<file path="src/rtl/onewire_seq.sv">
// 1-Wire transaction sequencer: reset pulse, presence sample, then up to four
// command bytes handed one at a time to an external byte-write engine.
module onewire_seq #(
  parameter int CLKS_PER_US        = 27,
  parameter int RESET_LOW_US       = 480,
  parameter int PRESENCE_SAMPLE_US = 70,
  parameter int RECOVER_US         = 480
) (
  input  logic        clk,
  input  logic        rst_n,
  input  logic        start,
  input  logic [31:0] cmd,
  input  logic [2:0]  cmd_len,
  input  logic        dq_in,
  input  logic        wr_done,
  output logic        wr_enable,
  output logic [7:0]  wr_byte,
  output logic        rst_drive_low,
  output logic        busy,
  output logic        done,
  output logic        presence
);
  localparam int T_RST = RESET_LOW_US * CLKS_PER_US;
  localparam int T_SMP = PRESENCE_SAMPLE_US * CLKS_PER_US;
  localparam int T_REC = RECOVER_US * CLKS_PER_US;
  localparam int T_MAX = (T_RST > T_REC) ? ((T_RST > T_SMP) ? T_RST : T_SMP)
                                         : ((T_REC > T_SMP) ? T_REC : T_SMP);
  localparam int CW    = $clog2(T_MAX + 1);

  typedef enum logic [2:0] {IDLE, RST_LOW, RST_WAIT, WR_BYTE, WR_GAP, FINISH} state_t;

  state_t        state, state_n;
  logic [CW-1:0] cnt, cnt_n;
  logic [2:0]    idx, idx_n, len_q, len_n;
  logic [31:0]   cmd_q, cmd_n;
  logic          pres_n;

  always_comb begin
    state_n = state;
    cnt_n   = cnt;
    idx_n   = idx;
    len_n   = len_q;
    cmd_n   = cmd_q;
    pres_n  = presence;
    case (state)
      IDLE: if (start) begin
        cmd_n   = cmd;
        len_n   = (cmd_len > 3'd4) ? 3'd4 : cmd_len;
        pres_n  = 1'b0;
        cnt_n   = '0;
        idx_n   = '0;
        state_n = RST_LOW;
      end
      RST_LOW: if (cnt == CW'(T_RST - 1)) begin
        cnt_n   = '0;
        state_n = RST_WAIT;
      end else cnt_n = cnt + 1'b1;
      RST_WAIT: begin
        if (cnt == CW'(T_SMP)) pres_n = ~dq_in;
        // decide on pres_n so a sample on the final cycle is still honoured
        if (cnt == CW'(T_REC - 1)) begin
          cnt_n   = '0;
          state_n = (pres_n && len_q != 3'd0) ? WR_BYTE : FINISH;
        end else cnt_n = cnt + 1'b1;
      end
      WR_BYTE: if (wr_done) begin
        idx_n   = idx + 3'd1;
        state_n = WR_GAP;
      end
      WR_GAP:  state_n = (idx < len_q) ? WR_BYTE : FINISH;
      FINISH:  state_n = IDLE;
      default: state_n = IDLE;
    endcase
  end

  // outputs are registered decodes of the next state so they align with state
  always_ff @(posedge clk or negedge rst_n) begin
    if (!rst_n) begin
      state         <= IDLE;
      cnt           <= '0;
      idx           <= '0;
      len_q         <= '0;
      cmd_q         <= '0;
      presence      <= 1'b0;
      wr_enable     <= 1'b0;
      wr_byte       <= '0;
      rst_drive_low <= 1'b0;
      busy          <= 1'b0;
      done          <= 1'b0;
    end else begin
      state         <= state_n;
      cnt           <= cnt_n;
      idx           <= idx_n;
      len_q         <= len_n;
      cmd_q         <= cmd_n;
      presence      <= pres_n;
      wr_enable     <= (state_n == WR_BYTE);
      rst_drive_low <= (state_n == RST_LOW);
      busy          <= (state_n inside {RST_LOW, RST_WAIT, WR_BYTE, WR_GAP});
      done          <= (state_n == FINISH);
      if (state_n == WR_BYTE) wr_byte <= cmd_q[{idx_n[1:0], 3'b000} +: 8];
    end
  end
endmodule

</file>
<file path="config.mk">
export PLATFORM = sky130hd
export DESIGN_NAME = onewire_seq
export DESIGN_NICKNAME = d
export VERILOG_FILES = /design/src/rtl/onewire_seq.sv
export SDC_FILE = /design/constraint.sdc
export NUM_CORES = 1
export LEC_CHECK = 0
export ABC_AREA = 1
export ABC_CLOCK_PERIOD_IN_PS = 1700
export CORE_MARGIN = 1
export CORE_UTILIZATION = 55
export CTS_BUF_LIST = sky130_fd_sc_hd__clkbuf_8
export CTS_CLUSTER_SIZE = 20
export DETAILED_ROUTE_END_ITERATION = 8
export PLACE_DENSITY_LB_ADDON = 0.15
export REMOVE_ABC_BUFFERS = 1
export SYNTH_ARGS = -nofsm -noshare
export SYNTH_HDL_FRONTEND = slang
export SYNTH_SLANG_ARGS = --single-unit
</file>
<file path="constraint.sdc">
create_clock -name clk -period 1.7 [get_ports clk]
set_input_delay 0.34 -clock clk [delete_from_list [all_inputs] [get_ports clk]]
set_output_delay 0.34 -clock clk [all_outputs]
set_load 0.02 [all_outputs]
</file>
==> metrics, run 1 <==
run status finished with violations; violated checks negative setup slack; clk_lat worst skew 340 ps; power density over the cells 1794 nW/µm²; Worst Setup Slack, final -68.31 ps; Clock Tree Buf Depth 2; finished layout cell area 4597 µm²; leakage 0.002310 µW; Clock Pin Slew Worst Setup and Hold Paths 70 ps; fin util 77.64%; Initial Util 57.21%; largest net degree at the start of global routing 45; worst vdd ir 0.001124 V; Cells after Synth 424; max cap viols 0; largest cells by area after synthesis dfrtp_1, nand2_1, inv_1; Max Clk Rate 565.5 MHz; Critical Path AT 2000 ps; Worst Clk Skew 13.77 ps; Finished Layout Cells 596; vias 3055; post-synth top area share 50.24%; number of global-route vias before repair 2881; Core Region 5921 µm²; vias per cell 5.126; Synth cell types 31; critical path class reg2reg; routed wire length 8312 µm; initial drt markers 177; DR WL/cell 13.95 µm; DRC viols 0; worst path required time 1930 ps; RSZ-0062 raised after global routing yes; htree depth 3; post-DP HPWL 5537 µm; TritonCTS Buffers 9; Hold Fails Final Rpt 0; Cell Area, Synth 3387 µm²; dominant cell type by area after synthesis dfrtp_1; Area Overhead vs Synth 35.72%; placed cells 563; CTS root buffer clkbuf_8; Die Width 80.48 µm; Antenna diodes 0; Die Y-Extent 80.48 µm; DIE AREA 6476 µm²; Ports 53; startpoint types register; synth warn 0; Placed Area 4143 µm²; initial antenna violation count 0; Avg Cell Area, Syn 7.988 µm²; first-pass GRT wire length 13050 µm; GPL Wtd Cong 0.8561; FF+latch count, synth 68; Slew @ Worst Pin 347.2 ps; Detailed Routing Iterations Pass 1 5; min Tclk post-route 1768 ps; TritonCTS clock tree built; Crit. End Element register; ratio of cells with drive above 1 in the final layout 19.58%; CP Max Fanout 6; sequential share of the synthesized area 50.24%; fin crit share 104.0%; Final Total Pwr 8246 µW; # nets final 561; GRT overflow 0; IO Port Bufs 52; Rel. slew slack 76.68%; num rows 28; post-route ant nets 0; Slew Limit Fails 0; # setup viols final 10; clock tree sinks 68; Total GRT Usage 27.00%; Hold Path Class in2async
==> cells in the mapped netlist, drive strengths merged <==
cell type  instances
a22oi              1
xor2               4
o21bai             1
ha                 5
o31ai              1
o21a               1
a21boi             1
clkbuf             3
nand3             27
a21oi             21
nand2            129
inv               62
buf               10
a31oi              1
nor3               7
dfrtp             68
nand4              4
o211ai             6
o21ai             45
o22ai              2
nor2              25
==> metrics by stage <==
step | setup TNS, ps | setup WS (ps) | hold WS, ps
after floorplan | -13190 | -576.7 | 44.41
after global placement | -3228 | -236.9 | 232.9
after detailed placement | -4078 | -285.1 | 239.9
after CTS | 0 | 1.719 | 405.1
after global routing | -2442 | -201.5 | 415.4
final | -435.2 | -68.31 | 406.3
==> area by class of cell <==
class                   count  area (µm²)
inverters                  62       239.0
flip-flops and latches     68        1702
multi-input cells         281        1453
clock inverters             5       27.53
repair inverters            1       7.507
repair buffers             93       923.4
fillers                   401        1324
clock buffers              11       151.4
well taps                  75       93.84
==> cells in the final DEF (no fill, tap or decap), types with 4 or more instances in the layout <==
cell type,Yosys,final
nand4_1,4,4
nand3_2,2,6
o211ai_1,6,6
inv_1,59,56
o21ai_0,44,43
clkdlybuf4s50_1,0,45
buf_4,2,33
dfrtp_1,68,68
nor2_2,4,10
xor2_1,4,4
a21oi_1,21,18
nor2_1,20,13
inv_2,3,5
nand2_2,6,9
nand3_1,25,21
dlymetal6s2s_1,0,6
nand2_1,122,118
nor3_1,5,4
buf_12,0,4
clkbuf_8,0,11
==> final timing paths <==
kind / from / to / slack, ps / depth (start not counted)
max: state[0] / wr_byte[1] / -70 / 10
min: rst_n / cmd_q[0] / 410 / 2
max reg2reg: state[0] / wr_byte[1] / -70 / 10
min reg2reg: cmd_q[20] / cmd_q[20] / 480 / 2
max in group asynchronous: rst_n / wr_byte[6] / 780 / 3
min in group clk: cmd_q[20] / cmd_q[20] / 480 / 2
==> layer usage <==
metal / GRT usage, % / up-vias / routed length (µm) / part of all wire, %
li1: - / 1530 / - / -
met1: 33.95 / 1438 / 3686 / 44
met2: 46.10 / 77 / 4216 / 51
met3: 5.795 / 10 / 292 / 3.5
met4: 8.571 / 0 / 116 / 1.4
met5: 0 / - / 0 / 0
==> worst max-delay path, stage by stage (launching register included) <==
cell	delay, ps
dfrtp_1	410
inv_1	110
nand3_2	140
buf_4	130
nand3_1	60
o21bai_1	180
nor2_2	240
inv_4	110
buf_4	160
nand3_1	70
nand2_1	50
==> report_power, final <==
group | internal (µW) | switching [µW] | total (µW) | leakage (µW)
Clock | 599 | 603 | 1200 | 0.000100
Sequential | 2280 | 354 | 2640 | 0.000865
Combinational | 1950 | 2460 | 4410 | 0.00134
==> registers in the layout (all words and copies together) (netlist names), 3 cells and up <==
signal	cells
state	3
wr_byte	8
cnt	14
idx	3
cmd_q	32
len_q	3
==> timing repair <==
action	4_1_cts	5_1_grt
setup endpoints to repair	8	26
buffers inserted	6	8
hold buffers	1	0
resized for setup	5	34
cloned	1	1
endpoints found under the hold margin	9	0
pin swaps	6	16
==> logic make-up (layout without fill, tap and decap cells) <==
| family | count (synthesis) | in the layout | synth area share, % |
|---|---|---|---|
| xor gates and xnor gates | 4 | 4 | 1.034 |
| DFF | 68 | 68 | 50.24 |
| AOI/OAI and AO/OA | 80 | 80 | 13.08 |
| adders and majority gates | 5 | 5 | 1.847 |
| buffers and inverters | 75 | 172 | 9.198 |
| and+or+nand+nor | 192 | 192 | 24.60 |
(Power assumes the default switching activity.)
==> inputs of run 2 (changes only) <==
CORE_UTILIZATION = 45   (was 55)
GPL_TIMING_DRIVEN = 0   (was default)
MAX_ROUTING_LAYER = met4   (was default)
==> run 2 against run 1 <==
Net effect: die area is 22% higher; first-iteration DRC count down 5.1%; sequential power is essentially flat; highest routed layer unchanged; the flow still finishes with violations (negative setup slack); non-clock buffer count is 10 lower.
==> metrics, run 2 (synthesized netlist as in run 1, its figures left out) <==
Clock Tree Buf Depth 2; RSZ-0062 raised after global routing yes; GRT overflow 0; Worst Clk Skew 9.832 ps; min Tclk post-route 1809 ps; final hold slack 98.46 ps; biggest regs cmd_q x32, cnt x14, wr_byte x8; R2R cell count 10; Total GRT Usage 22.73%; commonest non-fill, non-tap cell in the layout nand2_1; sw frac 44.00%; TritonCTS clock tree built; most frequent cells in the layout nand2_1, dfrtp_1, inv_1, clkdlybuf4s50_1, o21ai_0; Core Region 7253 µm²; Largest register FFs 32; max cap viols 0; reg2reg start cnt[11]; leakage 0.002366 µW; reg2reg setup slack -110 ps; Placed Area 3950 µm²; crit-path cells inv_1 -> nand3_1 -> nor2_1 -> nand2_2 -> a21oi_2 -> nand2_4 -> buf_4 -> nand3_1 -> nor2_1 -> nor2_1; CTS Hold Bufs 0; Die Y-Extent 88.76 µm; Hold Path Class in2async; Sequential Power Share 29.5%; CP Max Fanout 4; initial antenna violation count 0; Worst Setup Slack, final -108.7 ps; finished layout cell area 4887 µm²; startpoint types register; clk_lat worst skew 350 ps; clock power share 16.7%; Detailed Routing Iterations Pass 1 4; DR WL/cell 14.56 µm; Power Internal 5075 µW; DIE AREA 7877 µm²; Area Overhead vs Synth 44.29%; delay of the slowest critical-path stage 430 ps; Initial Util 46.70%; Slew Limit Fails 0; FF-to-FF End busy; violated checks negative setup slack; Clock Pin Slew Worst Setup and Hold Paths 80 ps; Rel. slew slack 42.36%; # nets final 557; critical path class reg2reg; largest net degree at the start of global routing 69; DRC viols 0; IO Port Bufs 52; switching power total 3987 µW; Crit. End Element register; Hold Fails Final Rpt 0; CP bufs+invs 2; area taken by multi-input logic gates 1699 µm²; # setup viols final 11; Antenna diodes 0; Comb power frac 53.8%; Slew @ Worst Pin 864.5 ps; routed wire length 8967 µm; num rows 31; ratio of cells with drive above 1 in the final layout 23.21%; run status finished with violations; CP max-delay cell dfrtp_1; worst path required time 1950 ps; post-DP HPWL 4830 µm; Max Clk Rate 552.9 MHz; Die Width 88.76 µm; Top Family by Delay on Critical Path simple AND/OR/NAND/NOR gates; initial drt markers 168; Fillers 572; first-pass GRT wire length 12930 µm; vias 3089; fin crit share 106.4%; register area 1705 µm²; htree depth 3; Critical Path AT 2060 ps; TritonCTS Buffers 9; clock tree sinks 68; vias per cell 5.015; CTS root buffer clkbuf_8; post-route ant nets 0; crit-path most repeated cell nor2_1; power density over the cells 1854 nW/µm²; Reg with most FFs cmd_q; GPL Wtd Cong 0.8990; number of global-route vias before repair 2767; Ports 53; worst vdd ir 0.0008931 V
## run 2: cell types whose count changed in the layout (fill, tap and decap cells not counted), moves of 5 or more
cell	previous run	this run
nand2_1	118	106
buf_4	33	23
nand3_1	21	14
nand2_8	0	6
nor2_2	10	4
nand2_4	2	7
nand3_2	6	11
## run 2: metal layers
layer | share of wire (%) | track usage, % | routed length, µm | vias up
met5 | 0 | - | 0 | -
met4 | 1.4 | 7.771 | 123 | 0
met3 | 4.4 | 5.224 | 395 | 11
met2 | 51 | 36.08 | 4564 | 69
met1 | 43 | 28.69 | 3883 | 1483
li1 | - | - | - | 1526
## run 2: what timing repair did
item,in CTS,in global routing
setup endpoints to repair,62,30
pin swaps,14,19
setup buffers,15,15
resized for setup,40,59
gates cloned,3,5
hold endpoints to repair,0,0
## run 2: power by group through the flow
| stage | combinational (µW) | clock, µW | sequential, µW |
|---|---|---|---|
| after detailed placement | 3200 | 0 | 2640 |
| after global placement | 3150 | 0 | 2630 |
| after floorplan | 2100 | 0 | 2710 |
| final | 4880 | 1510 | 2670 |
| after CTS | 3910 | 1540 | 2630 |
| after global routing | 5330 | 1600 | 2740 |
## run 2: area by class of cell
class	count	area share [%]
timing repair buffer	83	16.95
clock buffer	10	2.816
inverter	62	5.479
timing repair inverter	4	0.7680
tap	99	2.535
multi-input combinational	284	34.77
clock inverter	6	1.792
sequential	68	34.90
## run 2: how the worst max path moves through the flow
| stage | cells after the start | to | startpoint |
|---|---|---|---|
| after floorplan | 8 | cnt[8] | state[1] |
| after global placement | 1 | cmd_q[2] | rst_n |
| after detailed placement | 8 | cnt[8] | start |
| after CTS | 10 | wr_byte[3] | state[2] |
| after global routing | 10 | busy | cnt[5] |
| final | 10 | busy | cnt[11] |
## run 2: worst register-to-register path: stages (launching register included)
cell and delay, ps:
dfrtp_1 430, inv_1 110, nand3_1 120, nor2_1 240, nand2_2 130, a21oi_2 200, nand2_4 90, buf_4 130
nand3_1 50, nor2_1 50, nor2_1 160
## run 2: through the flow
stage | util [%] | setup slack [ps] | TNS [ps] | total power, µW | cells
6_report | 67.38 | -108.7 | -714.4 | 9061 | 616
5_1_grt | 67.38 | -192.8 | -2089 | 9673 | 616
4_1_cts | 61.95 | 0.6968 | 0 | 8075 | 596
3_5_place_dp | 54.46 | -1236 | -46280 | 5840 | 562
3_3_place_gp | 54.49 | -2068 | -211630 | 5781 | 562
2_1_floorplan | - | -576.7 | -13190 | 4805 | 411
